===== config.mk =====
export PLATFORM = sky130hd
export DESIGN_NAME = digital_tube_scan_ctrl
export DESIGN_NICKNAME = d
export VERILOG_FILES = /design/src/rtl/digital_tube_scan_ctrl.sv
export SDC_FILE = /design/constraint.sdc
export NUM_CORES = 1
export LEC_CHECK = 0
export CORE_ASPECT_RATIO = 1.25
export CORE_UTILIZATION = 50
export DETAILED_ROUTE_END_ITERATION = 6
export GPL_ROUTABILITY_DRIVEN = 0
export PLACE_DENSITY = 0.71
export SKIP_LAST_GASP = 1
export SYNTH_ARGS = -nofsm -noshare
export SYNTH_HDL_FRONTEND = slang
export SYNTH_SLANG_ARGS = --single-unit

===== constraint.sdc =====
create_clock -name clk -period 10.94 [get_ports clk]
set_clock_uncertainty 0.05 [all_clocks]
set_input_delay 3.282 -clock clk [delete_from_list [all_inputs] [get_ports clk]]
set_output_delay 3.282 -clock clk [all_outputs]
set_load 0.1 [all_outputs]

===== src/rtl/digital_tube_scan_ctrl.sv =====
// Six-digit seven-segment scan controller.
// Snapshots the display number once per frame, then lights one digit per slot
// with an all-off dead-time gap before each digit to suppress ghosting.
// Provides hex glyph decode, optional leading-zero blanking and a frame-done strobe.
module digital_tube_scan_ctrl #(
  parameter int BLANK_CYCLES   = 500,
  parameter int ON_CYCLES      = 49500,
  parameter bit SEG_ACTIVE_LOW = 1'b1,
  parameter bit SEL_ACTIVE_LOW = 1'b1
) (
  input  logic        clk,
  input  logic        rst_n,
  input  logic        display_enable,
  input  logic [23:0] display_num,
  input  logic        lz_blank,
  output logic [7:0]  seg,
  output logic [5:0]  sel,
  output logic        frame_done,
  output logic        busy
);

  // Slot counter only ever holds (cycles - 1) of the longer slot.
  localparam int MAX_CYCLES = (BLANK_CYCLES > ON_CYCLES) ? BLANK_CYCLES : ON_CYCLES;
  localparam int CNT_W      = (MAX_CYCLES > 1) ? $clog2(MAX_CYCLES) : 1;

  localparam logic [CNT_W-1:0] BLANK_LOAD = CNT_W'(BLANK_CYCLES - 1);
  localparam logic [CNT_W-1:0] ON_LOAD    = CNT_W'(ON_CYCLES - 1);

  // "Off" levels after polarity is applied.
  localparam logic [7:0] SEG_OFF = SEG_ACTIVE_LOW ? 8'hFF : 8'h00;
  localparam logic [5:0] SEL_OFF = SEL_ACTIVE_LOW ? 6'h3F : 6'h00;

  typedef enum logic [1:0] {
    S_IDLE  = 2'd0,
    S_LOAD  = 2'd1,
    S_BLANK = 2'd2,
    S_ON    = 2'd3
  } state_t;

  state_t           state_q, state_d;
  logic [CNT_W-1:0] cnt_q, cnt_d;
  logic [2:0]       idx_q, idx_d;
  logic [23:0]      frame_q, frame_d;
  logic             lzb_q, lzb_d;

  logic [7:0]       seg_q, seg_d;
  logic [5:0]       sel_q, sel_d;
  logic             done_q, done_d;
  logic             busy_q, busy_d;

  logic [6:0]       seg_raw;
  logic [5:0]       sel_raw;
  logic [5:0]       blank_mask;
  logic [3:0]       cur_nibble;

  // Hex glyph decode, active-high, bit order g..a.
  function automatic logic [6:0] seg_decode(input logic [3:0] nib);
    logic [6:0] code;
    case (nib)
      4'h0: code = 7'h3F;
      4'h1: code = 7'h06;
      4'h2: code = 7'h5B;
      4'h3: code = 7'h4F;
      4'h4: code = 7'h66;
      4'h5: code = 7'h6D;
      4'h6: code = 7'h7D;
      4'h7: code = 7'h07;
      4'h8: code = 7'h7F;
      4'h9: code = 7'h6F;
      4'hA: code = 7'h77;
      4'hB: code = 7'h7C;
      4'hC: code = 7'h39;
      4'hD: code = 7'h5E;
      4'hE: code = 7'h79;
      default: code = 7'h71;
    endcase
    return code;
  endfunction

  // Selects the nibble for digit idx; out-of-range indices read as zero.
  function automatic logic [3:0] nibble_at(input logic [23:0] frame, input logic [2:0] idx);
    logic [3:0] nib;
    case (idx)
      3'd0: nib = frame[3:0];
      3'd1: nib = frame[7:4];
      3'd2: nib = frame[11:8];
      3'd3: nib = frame[15:12];
      3'd4: nib = frame[19:16];
      3'd5: nib = frame[23:20];
      default: nib = 4'h0;
    endcase
    return nib;
  endfunction

  // Bit i set when digit i and every digit above it are zero; digit0 never set.
  function automatic logic [5:0] lz_mask(input logic [23:0] frame);
    logic [5:0] m;
    logic       above_zero;
    m          = 6'b000000;
    above_zero = 1'b1;
    for (int i = 5; i >= 1; i--) begin
      above_zero = above_zero & (frame[4*i +: 4] == 4'h0);
      m[i]       = above_zero;
    end
    return m;
  endfunction

  // Next-state logic and registered-output precompute from the state being entered.
  always_comb begin
    state_d    = state_q;
    cnt_d      = cnt_q;
    idx_d      = idx_q;
    frame_d    = frame_q;
    lzb_d      = lzb_q;
    done_d     = 1'b0;
    seg_raw    = 7'h00;
    sel_raw    = 6'h00;
    blank_mask = 6'h00;
    cur_nibble = 4'h0;

    case (state_q)
      S_IDLE: begin
        if (display_enable) begin
          state_d = S_LOAD;
          cnt_d   = '0;
        end
      end
      S_LOAD: begin
        frame_d = display_num;
        lzb_d   = lz_blank;
        idx_d   = 3'd0;
        state_d = S_BLANK;
        cnt_d   = BLANK_LOAD;
      end
      S_BLANK: begin
        if (cnt_q == '0) begin
          state_d = S_ON;
          cnt_d   = ON_LOAD;
        end else begin
          cnt_d = cnt_q - CNT_W'(1);
        end
      end
      S_ON: begin
        if (cnt_q == '0) begin
          if (idx_q == 3'd5) begin
            // A completed frame is reported even if enable drops on this edge.
            done_d  = 1'b1;
            state_d = S_LOAD;
            cnt_d   = '0;
          end else begin
            idx_d   = idx_q + 3'd1;
            state_d = S_BLANK;
            cnt_d   = BLANK_LOAD;
          end
        end else begin
          cnt_d = cnt_q - CNT_W'(1);
        end
      end
      default: begin
        state_d = S_IDLE;
        cnt_d   = '0;
      end
    endcase

    // Losing enable abandons the frame from any active state.
    if (!display_enable && (state_q != S_IDLE)) begin
      state_d = S_IDLE;
      cnt_d   = '0;
    end

    // Outputs reflect the state being entered so they change on the entry edge.
    if (state_d == S_ON) begin
      sel_raw    = 6'b000001 << idx_d;
      blank_mask = lz_mask(frame_d);
      cur_nibble = nibble_at(frame_d, idx_d);
      if (!(lzb_d && blank_mask[idx_d])) begin
        seg_raw = seg_decode(cur_nibble);
      end
    end

    seg_d  = SEG_ACTIVE_LOW ? ~{1'b0, seg_raw} : {1'b0, seg_raw};
    sel_d  = SEL_ACTIVE_LOW ? ~sel_raw : sel_raw;
    busy_d = (state_d != S_IDLE);
  end

  // State, frame snapshot and registered outputs; async reset forces all-off.
  always_ff @(posedge clk or negedge rst_n) begin
    if (!rst_n) begin
      state_q <= S_IDLE;
      cnt_q   <= '0;
      idx_q   <= 3'd0;
      frame_q <= 24'h000000;
      lzb_q   <= 1'b0;
      seg_q   <= SEG_OFF;
      sel_q   <= SEL_OFF;
      done_q  <= 1'b0;
      busy_q  <= 1'b0;
    end else begin
      state_q <= state_d;
      cnt_q   <= cnt_d;
      idx_q   <= idx_d;
      frame_q <= frame_d;
      lzb_q   <= lzb_d;
      seg_q   <= seg_d;
      sel_q   <= sel_d;
      done_q  <= done_d;
      busy_q  <= busy_d;
    end
  end

  assign seg        = seg_q;
  assign sel        = sel_q;
  assign frame_done = done_q;
  assign busy       = busy_q;

endmodule


# == Word level (Yosys, flattened, before mapping) ==
# Memories as Yosys holds them, arrays and structs flattened.
# Cells that the tools add are included.
# W data, S select, Z words.
# totals
ff_bits,62
latch_bits,0
ram_bits,0
mem_bits_ro,112
inputBits,28
word_cells,71
n_memories,1
# mem_list
name,words,word_bits,read_ports,rd_clocked_by_memory_dff,wr,line_no,text
(no name shown),16,7,1,0,0,59,case (nib)
# op_classes
addsub,2
mul,0
div,0
magnitude_cmp,1
n_eq_ne,11
shift,1
mux,27
n_bitwise,6
reduce_logical,13
# op_table
op,n
$mux W16,4
$pmux W16 S4,1
$mux W24,1
$pmux W4 S6,1
$logic_not A4 Y1,5
$logic_not A16 Y1,1
$sub A16 B1 Y16 const B,1
$mux W7,2
$mux W2,5
$eq A3 B3 Y1 const B,3
$mux W9,1
$not A7 Y8,1
$pmux W2 S4,1
$eq A2 B2 Y1 const B,3
$eq A3 B2 Y1 const B,2
$mux W3,2
$mux W6,1
$not A6 Y6,1
$pmux W3 S2,1
$shl A1 B3 Y6 const A,1
$mux W1,5
$and A1 B1 Y1,4
$lt A3 B4 Y1 const B,1
$mux W4,1
10 further kinds,12

# == Logic depth before layout (Yosys ltp) ==
# Gate-level depths: netlist (run 1).
# logic_depth
depth_word,13
ltp_mapped,17

# == Worst setup path before layout (run 1) ==
# OpenSTA, ideal clock, no wires.
# synth_timing
path_kind,input to register
start,input display_num[0]
end,"register seg_q[0], in the netlist seg[0]"
setup_ns,0.089
arrival_ns,4.856
slack_ns,5.946
stages,9
path_buffers,0
cell_sequence,mux2_2 > nand3_1 > o21ai_0 > a221oi_2 > inv_1 > ha_1 > nand4b_1 > o22ai_2 > a32oi_1
# synth_via
elab_chain_len,7
# synth_rtl
element,line_no,text
start: declaration,14,"input logic [23:0] display_num,"
$mux W24,121,case (state_q)
$pmux W4 S6,83,case (idx)
$mux W4,172,if (state_d == S_ON) begin
$mem_v2 Z16 W7,--,
$mux W7,176,if (!(lzb_d && blank_mask[idx_d])) begin
$mux W7,172,
$not A7 Y8,181,"seg_d = SEG_ACTIVE_LOW ? ~{1'b0, seg_raw} : {1'b0, seg_raw};"
named net seg_d[0],46,"logic [7:0] seg_q, seg_d;"
end signal: assignment,204,seg_q <= seg_d;
end: declaration,46,
# The timed path passes the listed nets, and every way through them passes these cells. The select of a mux whose other input is x is not followed.
# A chain may end at the register's enable or synchronous reset.

# == Worst setup path after layout (run 1) ==
# layout_timing
start,"register sel_q[4], in the netlist sel[4]"
end,output sel[4]
# layout_lines
element,line_no,text
start: declaration,47,"logic [5:0] sel_q, sel_d;"
start signal: assignment,205,sel_q <= sel_d;
end: declaration,17,"output logic [5:0] sel,"
# No word-level cell between the ends.

==> flow_summary.yaml, run 1 <==
routing:
  drc: 0
  wl_met1_um: 3133
  maxUsedRoutingLayer: "met4"
  via_per_inst: 5.848
  wl_met2_um: 4015
  totalWireLength_um: 7613
  routedWlPerCell_um: 16.51
  num_vias: 2696
  dr_wl_met3_um: 237
  ant_nets: 0
  first_pass_iters: 4
  drtIter0Drc: 121
yosys:
  ys_seq_area_frac: 0.4533
  syn_area_um2: 3403
  synthTopCellsByArea: "dfrtp_1 (35%), dfstp_2 (10%), mux2_2 (5.3%)"
  synth-simple-area-share: 0.1673
  yosysWarningCount: 0
  synth_top_flop_cell: "dfrtp_1"
  yosysTopAreaCell: "dfrtp_1"
  synthMuxAreaShare: 0.1029
  synth_edf_count: 0
  synthArstFlopShare: 1.000
  synth_compound_area_frac: 0.1849
  ys_top_cells_by_count: "dfrtp_1 (48), o21ai_0 (26), nand2_1 (25), inv_1 (21), mux2i_1 (17)"
  yosysTopAreaCellShare: 0.3529
  synthXorXnorAreaFrac: 0.007721
  synth_seq_cells: 61
  synth_cell_types: 66
  yosysMostFrequentCell: "dfrtp_1"
  synth-adder-area-share: 0.03309
  synthesis.nets: 365
  synth_top_family_by_area: "compound AO/OA/AOI/OAI gates"
  avgSynthCellArea_um2: 10.38
  syn_inst: 328
setup_path:
  crit_end: "sel[4]"
  cp_cell_sequence: "clkdlybuf4s50_1"
  r2r_end: "seg[0]"
  cp-end-kind: "output port"
  slowest_stage: "clkdlybuf4s50_1"
  cp.required_ns: 7.61
  crit_type: "reg2out"
  r2r_setup_slack_ns: 6.80
  cp.depth: 1
  max_stage_delay_ns: 1.14
  path_buf_inv: 1
  arrival_ns: 2.01
  path_delay_family: "buffers and inverters"
  crit_fanout: 1
  rr_worst_depth: 14
  worstReg2RegStart: "cnt_q[0]"
  setup.worst_path.start: "sel[4]"
  crit_path_start_kind: "flip-flop"
timing:
  setup-violations-final: 0
  rsz0062_at_grt: "no"
  finalHoldViolations: 0
  timing.fmax_ghz: 0.1872
  period_needed_ns: 5.341
  worst_pin_slew_ns: 0.9906
  slew_headroom: 0.3376
  fin_setup_tns_ns: 0
  slew_viol_final: 0
  post-route-period-util: 0.4882
cells_and_area:
  layout.nets: 406
  areaGrowthSynthToFinish_pct: 19.34
  diodes: 0
  drive_gt1_frac: 0.1872
  fin_util: 0.6186
  n_fill_cell: 546
power:
  p_leak_nw: 1.770
  irDropWorstVdd_mv: 0.1596
  p_per_area_nw_per_um2: 227.7
place:
  dpl.hpwl_um: 5481
  port_buffers: 42
clocking:
  clkTransAtPathRegs_ns: 0.07
  cts_setup_buffers: 0
  clkSinkCount: 61
  cts_tree: "done"
  postCtsHoldBufs: 0
  cts_buffers: 9
  clockBufferDepth: 2
  clock_latency_ns: 0.34
  cts-root-buf: "clkbuf_8"
  htree_levels: 3
  cts_resized: 0
global_routing:
  grt_pass1_vias: 2687
  grt_start_max_net_pins: 62
  antenna_found_initial: 0
  grt-ovfl-total: 0
  grt_pass1_wl_um: 12760
  grt_usage: 0.2429
floorplanning:
  dieWidth_um: 75.79
  start_util: 0.5184
  io_pins: 44
  die_y_um: 94.24
  dieArea_um2: 7142
  core_um2: 6565
  fp-row-count: 33
min_path:
  worstHoldPathType: "reg2reg"
run_status:
  run_status: "finished, final reports clean"
job:
  cap_violations: 0
kinds of logic after synthesis:
logic type	after synthesis
AO/OA/AOI/OAI	83
XOR/XNOR	3
adder cells (fa/ha/maj)	9
buffers and inverters	39
flip-flops	61
multiplexers	33
other	1
AND/OR/NAND/NOR	99
stage by stage:
stage / hold WS (ns) / std cells / worst slack [ns] / power, W / area, µm²
after global routing: 0.4668 / 461 / 5.369 / 0.0009842 / 4061
after floorplan: 0.4132 / 328 / 5.946 / 0.0006427 / 3403
final: 0.4515 / 461 / 5.599 / 0.0009248 / 4061
after global placement: 0.4323 / 445 / 5.344 / 0.0007198 / 3874
after CTS: 0.4558 / 461 / 5.585 / 0.0009294 / 4061
after detailed placement: 0.4392 / 445 / 5.284 / 0.0007286 / 3874
layout make-up:
type | instances | area, µm² | share of cell area
sequential | 61 | 1543 | 0.3799
clock buffer | 14 | 152.6 | 0.03758
tap | 87 | 108.9 | 0.02680
inverter | 24 | 92.59 | 0.02280
multi-input combinational | 228 | 1692 | 0.4165
timing repair buffer | 45 | 437.9 | 0.1078
clock inverter | 2 | 35.03 | 0.008626
how the worst min path moves through the flow:
stage	slack [ns]	end	cells after the start	from
floorplan	0.41	frame_q[20]	2	frame_q[20]
global placement	0.43	cnt_q[7]	1	cnt_q[7]
detailed placement	0.44	lzb_q	1	lzb_q
CTS	0.46	lzb_q	1	lzb_q
global route	0.47	frame_q[0]	1	frame_q[0]
finish	0.45	frame_q[16]	2	frame_q[16]
worst register-to-register path, cell delays in order, from the launching register on:
cell and delay (ns):
dfrtp_1 0.39, inv_1 0.08, ha_1 0.19, or3b_2 0.56, or4_4 0.70, o21ai_1 0.43
a21oi_1 0.11, a2111oi_0 0.48, a221o_1 0.32, inv_1 0.13, ha_1 0.22, inv_1 0.06
o2111ai_1 0.11, o22ai_2 0.17, a32oi_1 0.07
routing by layer:
layer | track usage | vias up
met5 | 0 | -
met4 | 0.1420 | 0
met3 | 0.03970 | 15
met2 | 0.3982 | 60
met1 | 0.2929 | 1333
li1 | - | 1288
where the power goes:
group,switching [W],internal [W],total [W]
clock network,0.0000853,0.000112,0.000197
registers,0.0000316,0.000291,0.000323
logic,0.000256,0.000150,0.000405
total,0.000373,0.000552,0.000925
cells in the final DEF (no fill, tap or decap), types with 2 or more instances in the layout:
cell type / count
mux2_2: 16
nand2_2: 2
nand2b_1: 3
dfrtp_1: 48
o31ai_1: 4
nor2b_1: 3
nand4_1: 3
nand2_1: 25
nor3_1: 5
a32oi_1: 2
buf_4: 3
dfstp_2: 13
o21ai_0: 26
a21oi_1: 14
or4_1: 4
clkbuf_8: 10
a22o_1: 5
clkdlybuf4s50_1: 41
clkbuf_1: 4
or3_1: 6
nor2_1: 13
nor4_1: 5
nand4b_1: 2
mux2i_1: 17
a21o_1: 2
ha_1: 9
nor2_2: 3
inv_1: 21
nand3_1: 11
xnor2_1: 3
o2111ai_1: 4
o41ai_1: 3
inv_2: 2
and2_1: 2
o221ai_1: 6
flip-flops by register name, summed over array words and instances (netlist names):
signal      count
seg             7
cnt_q          16
state_q         2
idx_q           3
sel             6
lzb_q           1
frame_q        24
busy            1
frame_done      1
No activity file was read; power rests on OpenSTA's default activity.
==> run 2, diff against run 1 <==
--- a/config.mk
+++ b/config.mk
@@ -9,7 +9,7 @@
 export CORE_UTILIZATION = 50
 export DETAILED_ROUTE_END_ITERATION = 6
 export GPL_ROUTABILITY_DRIVEN = 0
-export PLACE_DENSITY = 0.71
+export PLACE_DENSITY = 0.74
 export SKIP_LAST_GASP = 1
 export SYNTH_ARGS = -nofsm -noshare
 export SYNTH_HDL_FRONTEND = slang
==> constraint.sdc (replaced) <==
create_clock -name clk -period 4.9 [get_ports clk]
set_clock_uncertainty 0.05 [all_clocks]
set_input_delay 1.47 -clock clk [delete_from_list [all_inputs] [get_ports clk]]
set_output_delay 1.47 -clock clk [all_outputs]
set_load 0.1 [all_outputs]
==> flow_summary.yaml, run 2 (synthesis results as in run 1) <==
clocking:
  cts-root-buf: "clkbuf_8"
  cts_resized: 0
  clkSinkCount: 61
  postCtsHoldBufs: 0
  htree_levels: 3
  cts_setup_buffers: 0
  clkTransAtPathRegs_ns: 0.07
  cts_tree: "done"
  cts_buffers: 9
  clock_latency_ns: 0.34
  clockBufferDepth: 2
routing:
  drc: 0
  via_per_inst: 5.839
  routedWlPerCell_um: 16.13
  first_pass_iters: 4
  num_vias: 2692
  ant_nets: 0
  drtIter0Drc: 150
  totalWireLength_um: 7437
setup_path:
  r2r_setup_slack_ns: 0.85
  crit_fanout: 14
  crit_path_start_kind: "flip-flop"
  path_buf_inv: 2
  slowest_stage: "or4_4"
  crit_type: "reg2reg"
  rr_worst_depth: 13
  path_delay_family: "simple AND/OR/NAND/NOR gates"
  worstReg2RegStart: "cnt_q[0]"
  cp_cell_sequence: "inv_1 -> ha_1 -> or3b_2 -> or4_4 -> o21a_1 -> nor2_2 -> a2111oi_1 -> a221oi_2 -> inv_1 -> ha_1 -> nand4b_1 -> o22ai_2 -> a32oi_1"
  cp.required_ns: 5.11
  r2r_end: "seg[0]"
  cp-end-kind: "flip-flop"
  arrival_ns: 4.26
  max_stage_delay_ns: 0.69
floorplanning:
  core_um2: 6565
  io_pins: 44
  die_y_um: 94.24
  dieWidth_um: 75.79
  fp-row-count: 33
  start_util: 0.5184
  dieArea_um2: 7142
min_path:
  min_to: "cnt_q[7]"
  hold_depth: 1
  hold_start: "cnt_q[7]"
  worstHoldPathType: "reg2reg"
cells_and_area:
  final_common_cell: "dfrtp_1"
  top_register: "frame_q"
  largest_reg_flops: 24
  final_cell_mix: "dfrtp_1 (48), clkdlybuf4s50_1 (41), o21ai_0 (26)"
  diodes: 0
  drive_gt1_frac: 0.1898
  fin_area_um2: 4058
  instances_no_fill: 461
  multi_input_area_um2: 1692
  layout.nets: 406
  n_fill_cell: 538
  areaGrowthSynthToFinish_pct: 19.23
  regArea_um2: 1543
power:
  power_w: 0.002043
  irDropWorstVdd_mv: 0.3043
  p_leak_nw: 1.765
  p_per_area_nw_per_um2: 503.5
global_routing:
  antenna_found_initial: 0
  grt_pass1_wl_um: 12630
  grt_usage: 0.2360
  grt-ovfl-total: 0
  grt_pass1_vias: 2711
  grt_start_max_net_pins: 35
timing:
  fin_setup_tns_ns: 0
  holdWs_ns: 0.4527
  timing.fmax_ghz: 0.2467
  period_needed_ns: 4.054
  finalHoldViolations: 0
  post-route-period-util: 0.8273
  slew_headroom: 0.3501
  slew_viol_final: 0
  worst_pin_slew_ns: 0.9718
  rsz0062_at_grt: "no"
  setup-violations-final: 0
place:
  port_buffers: 42
  dp_cells: 445
  dpl_cell_area_um2: 3874
  dpl.hpwl_um: 5524
job:
  cap_violations: 0
run_status:
  run_status: "finished, final reports clean"
==> run 2: cell count changes in the layout (fill, tap and decap cells not counted) <==
cell / change
clkbuf_1: -1
clkinvlp_4: +1
clkinv_2: -1
clkbuf_8: +2
bufinv_16: -1
==> run 2: worst reg2reg max path: stages (launching register included) <==
cell	delay [ns]
dfrtp_1	0.39
inv_1	0.07
ha_1	0.19
or3b_2	0.55
or4_4	0.69
o21a_1	0.25
nor2_2	0.33
a2111oi_1	0.17
a221oi_2	0.44
inv_1	0.17
ha_1	0.28
nand4b_1	0.19
o22ai_2	0.14
a32oi_1	0.08
==> run 2: area by class of cell <==
type                            instances  share of cell area
Clock buffer                           15             0.04348
Clock inverter                          1            0.001850
Inverter                               24             0.02282
Multi-Input combinational cell        228              0.4169
Sequential cell                        61              0.3802
Tap cell                               87             0.02683
Timing Repair Buffer                   45              0.1079
==> run 2: how the worst max path moves through the flow <==
stage | startpoint | to | slack, ns | cells past startpoint
6_report | cnt_q[0] | seg[0] | 0.85 | 13
5_1_grt | cnt_q[0] | seg[0] | 0.56 | 13
4_1_cts | cnt_q[0] | seg[0] | 0.88 | 13
3_5_place_dp | cnt_q[0] | seg[0] | 0.93 | 13
3_3_place_gp | cnt_q[0] | seg[0] | 1.04 | 13
2_1_floorplan | cnt_q[0] | seg[0] | 1.21 | 16
==> run 2: per-layer routing <==
metal,global-route usage,vias to the layer above,wire length (µm)
met4,0.09259,0,140
met1,0.2888,1326,3095
met3,0.06009,14,283
li1,-,1285,-
met2,0.3894,67,3917
met5,0,-,0
==> run 2: through the flow <==
stage               worst slack, ns  utilization
detailed placement           0.9276       0.5901
global placement              1.040       0.5901
floorplan                     1.206            -
finish                       0.8462       0.6181
CTS                          0.8809       0.6181
global route                 0.5592       0.6181
==> run 2: report_power, final <==
| part | internal [W] | switching [W] |
|---|---|---|
| Combinational | 0.000334 | 0.000574 |
| Sequential | 0.000650 | 0.0000706 |
| Clock | 0.000226 | 0.000188 |
==> run 3, diff against run 2 <==
==> constraint.sdc (replaced) <==
create_clock -name clk -period 3.5 [get_ports clk]
set_clock_uncertainty 0.05 [all_clocks]
set_input_delay 1.05 -clock clk [delete_from_list [all_inputs] [get_ports clk]]
set_output_delay 1.05 -clock clk [all_outputs]
set_load 0.1 [all_outputs]
==> flow_summary.yaml, run 3 (synthesis results as in run 1) <==
routing:
  drtIter0Drc: 178
  ant_nets: 0
  routedWlPerCell_um: 16.58
  totalWireLength_um: 8239
  num_vias: 2869
  first_pass_iters: 6
  drc: 0
  via_per_inst: 5.773
clocking:
  cts_buffers: 9
  cts_tree: "done"
  cts-root-buf: "clkbuf_8"
  clkTransAtPathRegs_ns: 0.07
  clock_latency_ns: 0.34
  htree_levels: 3
  clockBufferDepth: 2
  clkSinkCount: 61
min_path:
  worstHoldPathType: "reg2reg"
cells_and_area:
  largest_reg_flops: 24
  top_register: "frame_q"
  layout.nets: 442
  final_common_cell: "buf_4"
  areaGrowthSynthToFinish_pct: 32.72
  drive_gt1_frac: 0.3610
  fin_util: 0.6880
  diodes: 0
  final_cell_mix: "buf_4 (51), dfrtp_1 (48), clkdlybuf4s50_1 (26)"
global_routing:
  grt_start_max_net_pins: 33
  grt_pass1_vias: 2862
  grt_pass1_wl_um: 13230
  antenna_found_initial: 0
  grt-ovfl-total: 0
  grt_usage: 0.2509
power:
  irDropWorstVdd_mv: 0.5276
  p_per_area_nw_per_um2: 731.5
  p_leak_nw: 1.977
timing:
  slew_headroom: 0.4838
  timing.fmax_ghz: 0.2846
  slew_viol_final: 0
  setup-violations-final: 3
  fin_ws_ns: -0.01389
  period_needed_ns: 3.514
  post-route-period-util: 1.004
  finalHoldViolations: 0
  worst_pin_slew_ns: 0.7684
  rsz0062_at_grt: "yes"
setup_path:
  cp-end-kind: "flip-flop"
  crit_type: "reg2reg"
  cp.required_ns: 3.71
  crit_fanout: 7
  crit_path_start_kind: "flip-flop"
  arrival_ns: 3.73
run_status:
  violations: "negative setup slack"
  run_status: "complete, but fails checks"
floorplanning:
  die_y_um: 94.24
  dieArea_um2: 7142
  fp-row-count: 33
  io_pins: 44
  dieWidth_um: 75.79
  core_um2: 6565
  start_util: 0.5184
place:
  place_ws_ns: -0.04045
  port_buffers: 42
  dpl.hpwl_um: 5930
job:
  cap_violations: 0
run 3: path summary, 6_finish.rpt:
check | from | cells past startpoint | slack, ns | end
setup / recovery | cnt_q[0] | 13 | -0.01 | seg[0]
hold / removal | frame_q[1] | 1 | 0.45 | frame_q[1]
setup reg to reg | cnt_q[0] | 13 | -0.01 | seg[0]
hold reg to reg | frame_q[1] | 1 | 0.45 | frame_q[1]
max in group asynchronous | rst_n | 2 | 2.01 | seg[1]
min in group asynchronous | rst_n | 1 | 0.71 | cnt_q[6]
run 3: routing by layer:
layer  GRT usage  wire [µm]  vias to the layer above
met5           0          0                        -
met4      0.1173        260                        0
met3     0.05794        424                       22
met2      0.4270       4360                      111
met1      0.2903       3194                     1377
li1            -          -                     1359
run 3: timing repair:
action / in CTS / in global routing
setup endpoints to repair: 4 / 7
pin swaps: 1 / 17
setup buffers: 1 / 5
gates resized for setup: 5 / 24
hold buffers: 0 / 0
run 3: power breakdown:
part           internal (W)  leakage [nW]  switching (W)
clock network      0.000402         0.102       0.000296
registers          0.000909         0.736      0.0000720
logic              0.000673          1.14       0.000951
run 3: critical path: stages (launching register included):
cell       delay [ns]
dfrtp_1          0.41
inv_2            0.09
ha_4             0.13
or3b_4           0.37
or4_4            0.61
or3_4            0.46
a211oi_4         0.34
a221o_1          0.31
inv_2            0.11
ha_4             0.18
inv_2            0.04
o2111ai_2        0.08
o22ai_2          0.17
a32oi_1          0.07
run 3: per-stage QoR:
step | power (W) | hold WS, ns | std cells | cell area (µm²) | TNS [ns]
finish | 0.003304 | 0.4536 | 497 | 4517 | -0.01719
detailed placement | 0.002446 | 0.4369 | 475 | 4119 | -0.1041
CTS | 0.003189 | 0.4613 | 492 | 4370 | -0.001893
global placement | 0.002414 | 0.4350 | 475 | 4119 | 0
floorplan | 0.002042 | 0.4132 | 328 | 3446 | 0
global route | 0.003494 | 0.4722 | 497 | 4517 | -0.5410
run 3: layout make-up:
class	instances	area, µm²
fill	484	2048
tap	87	108.9
multi-input combinational	228	1849
clock buffer	9	123.9
sequential	61	1543
timing repair buffer	81	699.4
clock inverter	7	100.1
inverter	24	92.59
